### config.mk
export PLATFORM = sky130hd
export DESIGN_NAME = alu_serial_addsub
export DESIGN_NICKNAME = d
export VERILOG_FILES = /design/src/rtl/alu_serial_addsub.sv
export SDC_FILE = /design/constraint.sdc
export NUM_CORES = 1
export LEC_CHECK = 0
export ABC_AREA = 0
export CORE_UTILIZATION = 30
export CTS_CLUSTER_DIAMETER = 80
export DETAILED_ROUTE_END_ITERATION = 12
export GPL_TIMING_DRIVEN = 0
export PLACE_DENSITY_LB_ADDON = 0.3
export SLEW_MARGIN = 10
export SYNTH_ARGS = -nofsm -noshare
export SYNTH_HDL_FRONTEND = slang
export SYNTH_SLANG_ARGS = --single-unit
### constraint.sdc
create_clock -name clk -period 1.8 [get_ports clk]
set_input_delay 0.18 -clock clk [delete_from_list [all_inputs] [get_ports clk]]
set_output_delay 0.18 -clock clk [all_outputs]
set_load 0.02 [all_outputs]
### src/rtl/alu_serial_addsub.sv
// Bit-serial add/subtract slice: adds A and (B ^ {binv}) + binv one bit per clock, LSB first,
// and reports result, carry, signed overflow and zero through a start/busy/done handshake.
module alu_serial_addsub #(
  parameter int WIDTH = 32
) (
  input  logic             clk,
  input  logic             rst_n,
  input  logic             start,
  input  logic             binv,
  input  logic [WIDTH-1:0] a,
  input  logic [WIDTH-1:0] b,
  output logic             busy,
  output logic             done,
  output logic [WIDTH-1:0] result,
  output logic             carry_out,
  output logic             overflow,
  output logic             zero
);

  localparam int CW = (WIDTH > 1) ? $clog2(WIDTH) : 1;
  localparam logic [CW-1:0] LAST = CW'(WIDTH - 1);

  typedef enum logic [1:0] {IDLE, RUN, DONE} state_t;

  state_t           state;
  logic [WIDTH-1:0] opa;
  logic [WIDTH-1:0] opb;
  logic [WIDTH-1:0] shreg;
  logic             carry;
  logic [CW-1:0]    count;

  logic             sum_bit;
  logic             carry_next;
  logic [WIDTH-1:0] shreg_next;

  assign sum_bit    = opa[0] ^ opb[0] ^ carry;
  assign carry_next = (opa[0] & opb[0]) | (opa[0] & carry) | (opb[0] & carry);
  assign shreg_next = {sum_bit, shreg[WIDTH-1:1]};

  always_ff @(posedge clk or negedge rst_n) begin
    if (!rst_n) begin
      state     <= IDLE;
      opa       <= '0;
      opb       <= '0;
      shreg     <= '0;
      carry     <= 1'b0;
      count     <= '0;
      busy      <= 1'b0;
      done      <= 1'b0;
      result    <= '0;
      carry_out <= 1'b0;
      overflow  <= 1'b0;
      zero      <= 1'b0;
    end else begin
      case (state)
        IDLE: begin
          if (start) begin
            opa   <= a;
            opb   <= b ^ {WIDTH{binv}};
            carry <= binv;
            count <= '0;
            shreg <= '0;
            busy  <= 1'b1;
            state <= RUN;
          end
        end
        RUN: begin
          opa   <= opa >> 1;
          opb   <= opb >> 1;
          carry <= carry_next;
          shreg <= shreg_next;
          count <= count + 1'b1;
          if (count == LAST) begin
            // On the MSB edge the prior carry is the carry into the MSB, so
            // overflow is formed here directly rather than from a stored copy.
            state     <= DONE;
            done      <= 1'b1;
            result    <= shreg_next;
            carry_out <= carry_next;
            overflow  <= carry ^ carry_next;
            zero      <= (shreg_next == '0);
          end
        end
        DONE: begin
          state <= IDLE;
          busy  <= 1'b0;
          done  <= 1'b0;
        end
        default: begin
          state <= IDLE;
          busy  <= 1'b0;
          done  <= 1'b0;
        end
      endcase
    end
  end

endmodule

* Word-level counts from Yosys, hierarchy flattened
Cells that the tools add are included.
** Word-level totals
- Register bits :: 141
** Operators by class
- Add/sub/neg operators :: 1
- Equality and inequality tests :: 4
- Muxes and demuxes :: 17
- Bitwise operators :: 11
- Reductions and logical operators :: 8
** Operators with widths (count)
- 32-bit case mux with 2 select lines :: 3
- 32-bit two-way mux :: 3
- 32-bit zero test :: 1
- 32-bit XOR :: 1
- 5-bit case mux with 2 select lines :: 1
- 2-bit AND reduction :: 5
- 1-bit case mux with 2 select lines :: 3
- 5-bit by 1-bit adder with 5-bit output (second input constant) :: 1
- 5-bit equality test (second input constant) :: 1
- 5-bit two-way mux :: 1
- 2-bit two-way mux :: 2
- 2-bit != test (second input constant) :: 2
- 2-bit case mux with 2 select lines :: 1
- 1-bit bitwise AND :: 3
- 1-bit two-way mux :: 3
- 1-bit XOR :: 3
- 2-bit by 1-bit equality test with 1-bit output (second input constant) :: 1
- 2-bit zero test :: 1
- 1-bit inverter :: 2
- 1-bit OR :: 2
- 2-bit nonzero test :: 1

* Logic depth before layout (Yosys ltp)
- Depth after elaboration :: 4
- Mapped depth :: 8

* Worst setup path before layout
No wires, ideal clock.
- Path type :: register to register
- Start :: reg count[0]
- End :: reg carry_out
- Library setup time :: 0.125 ns
- Data arrival time :: 1.675 ns
- Data required time :: 1.675 ns
- Slack :: 0.000 ns
- Stages on the path, launching flop included :: 8
- Path through :: dfrtp_1 -> ha_1 -> and3_1 -> ha_1 -> nand3b_4 -> buf_6 -> buf_6 -> mux2_2
** Between the ends
- Word-level cells in the longest chain between the ends :: 2
** Ends and longest elaborated chain
- from (decl) :: line 30 : logic [CW-1:0] count;
- from (signal assigned) :: line 72 : count <= count + 1'b1;
- 5-bit equality test :: line 73 : if (count == LAST) begin
- 2-bit AND reduction (no source line)
- to (signal assigned) :: line 79 : carry_out <= carry_next;
- to (decl) :: line 15 : output logic carry_out,
No other way between the ends.
A chain may end at the register's enable or synchronous reset.

* Worst setup path after layout
- Start :: reg count[0]
- End :: reg result[23]
** Between the ends
- Word-level cells in the longest chain between the ends :: 2
** Ends and longest elaborated chain
- 5-bit equality test :: line 73
- 2-bit AND reduction (no source line)
- to (signal assigned) :: line 78 : result <= shreg_next;
- to (decl) :: line 14 : output logic [WIDTH-1:0] result,
No other way between the ends.

==> flow_metrics.tcl <==
set metrics [dict create \
    status "finished, final reports clean" \
    grt_max_degree 89 \
    grt-ovfl-total 0 \
    rsz0062_at_grt "true" \
    startpoint "count[0]" \
    drc 0 \
    busiest_layer "met2" \
    synth_largest_area_cell "dfrtp_1" \
    syn_to_final_growth_pct 34.20 \
    globalRouteMet3Util_pct 4.658 \
    final_max_slew_viol_count 0 \
    ys_seq_area_share_pct 55.61 \
    antenna_cells 0 \
    io_pins 105 \
    initial_core_util_pct 30.84 \
    synth_top_cells_by_count "dfrtp_1, a21oi_1, nor2b_1" \
    ys.flop_type "dfrtp_1" \
    h-tree-depth 4 \
    synthCells 536 \
    final_core_util_pct 41.38 \
    arrival_ns 2.04 \
    placed_area_um2 7687 \
    dr.pass1.iters 5 \
    hp-start "start" \
    worst_hold_slack_ns 0.1949 \
    cp_max_fo 5 \
    yosysMostFrequentCell "dfrtp_1" \
    fin_area_um2 8454 \
    drtIter0Drc 252 \
    cts_max_path_buffers 2 \
    routed_wl_um 15180 \
    r2r_start "count[0]" \
    syn-num-nets 607 \
    ys_ff_latch 140 \
    worst_setup_path_end_kind "flip-flop" \
    yosys_warnings 0 \
    synth-edff-count 0 \
    cts-root-buf "clkbuf_16" \
    cp_cell_sequence "ha_2, and3_4, ha_4, nand3b_4, buf_8, clkbuf_16, mux2_2" \
    route.vias.total 4620 \
    dp_hpwl_um 10620 \
    final.period_utilization_pct 96.92 \
    grt_pass1_vias 4824 \
    dp_cells 909 \
    finalHoldViolCount 0 \
    routabilityCongestion 0.7898 \
    rows 52 \
    die-width_um 146.9 \
    synth.distinct_cells 30 \
    core_um2 20430 \
    track_usage_pct 14.86 \
    finalPower_w 0.01410 \
    grt_pass1_wl_um 25070 \
    insertion_delay_ns 0.42 \
    setup_viol 0 \
    start_kind "flip-flop" \
    powerDensity_nw_per_um2 1668 \
    wl_per_cell_um 16.03 \
    nets 735 \
    critPathSlowestCell "dfrtp_1" \
    clock_skew_ns 0.007045 \
    layoutNonFillerInstCount 947 \
    synth_area_per_cell_um2 11.75 \
    leakagePower_nw 3.588 \
    synth_area_leaders "dfrtp_1, mux2_2, a22o_1" \
    met2_usage_pct 23.22 \
    relSlewSlack_pct 66.78 \
    clkTransAtPathRegs_ns 0.06 \
    numPortBuffers 102 \
    cts_tree "built" \
    crit_type "reg2reg" \
    dieArea_um2 21580 \
    worstPathBufferInverterCount 2 \
    fill_cells 1964 \
    clock.fmax_mhz 573.2 \
    syn_area_um2 6300 \
    max-cap-violations 0 \
    clkSinkCount 140 \
    antenna_found_initial 1 \
    vdd_ir_drop_max_mv 0.7852 \
    cp_top_family "flip-flops" \
    cp.required_ns 2.10 \
    ant_nets 0 \
    die_y_um 146.9 \
    worst_pin_slew_ns 0.4983 \
    yosys.area.top_type_share_pct 55.61 \
    numCtsBuffers 17 \
    hp-class "in2reg" \
    drive_above_1_share_pct 16.84 \
    max_stage_delay_ns 0.39 \
    use_met1_pct 19.76 \
    period_needed_ns 1.745 \
    via_per_inst 4.879 \
    synthArstFlopShare_pct 100.0 \
]
per-stage QoR:
step / setup slack, ns / TNS, ns
after CTS: 0.002779 / 0
after floorplan: 0.00006184 / 0
final: 0.05538 / 0
after detailed placement: -0.1863 / -3.755
after global placement: -4.858 / -680.95
after global routing: -0.01562 / -0.06639
sequential cells by signal, summed over array words and instances (netlist names):
name       cells
zero           1
done           1
result        32
carry_out      1
overflow       1
busy           1
carry          1
state          2
count          5
opb           32
shreg         31
opa           32
placed cells by master (no fill, tap or decap), types with 12 or more instances in the layout:
cell               n
dfrtp_1          140
clkdlybuf4s50_1  101
a21oi_1           48
nor2b_1           44
o21ai_0           36
a22o_1            34
a22oi_1           31
xnor2_1           31
o22a_1            30
nand2_1           28
mux2_2            23
buf_2             21
clkbuf_16         18
clkbuf_1          13
buf_4             12
tightest hold or removal path: stages:
cell and delay (ns):
buf_4 0.15, nor2b_1 0.06, a21oi_1 0.09, o21ai_0 0.08
final timing paths:
| kind | to | slack (ns) | depth (start not counted) |
|---|---|---|---|
| worst max-delay path | result[23] | 0.06 | 7 |
| worst min-delay path | opa[27] | 0.19 | 4 |
| worst max register to register | result[23] | 0.06 | 7 |
| worst min register to register | opa[4] | 0.48 | 2 |
| max in group asynchronous | opb[22] | 0.73 | 3 |
| min in group asynchronous | result[20] | 0.29 | 2 |
power by group:
part	switching [W]	total (W)	internal, W
sequential	0.000971	0.00546	0.00449
combinational	0.00223	0.00493	0.00269
clock	0.00133	0.00371	0.00239
total	0.00453	0.0141	0.00957
area by class of cell:
cell class	count	area [µm²]	share of cell area (%)
Multi-Input combinational cell	347	2559	30.26
Clock inverter	11	166.4	1.968
Tap cell	270	337.8	3.996
Clock buffer	21	460.4	5.446
Sequential cell	140	3503	41.44
Timing Repair Buffer	109	1127	13.33
Inverter	2	7.507	0.08880
Buffer	47	292.8	3.463
layer usage:
metal / wire, µm / part of all wire, %
met4: 142 / 0.94
met3: 954 / 6.3
met2: 7085 / 47
met5: 0 / 0
met1: 6995 / 46
repair_timing:
action / CTS / global route
setup endpoints to repair: 34 / 24
hold buffers: 1 / 0
gates cloned: 0 / 1
setup buffers: 3 / 1
resized for setup: 6 / 9
endpoints found under the hold margin: 52 / 0
kinds of logic after synthesis:
kind of cell / Yosys count / synth area share (%)
adder cells (fa/ha/maj): 3 / 0.7149
AND/OR/NAND/NOR: 95 / 8.441
multiplexers: 35 / 6.534
buffers and inverters: 49 / 4.548
AO/OA/AOI/OAI: 181 / 19.56
flip-flops: 140 / 55.61
XOR/XNOR: 33 / 4.588
Note: power is estimated with default switching activity, not from simulation.
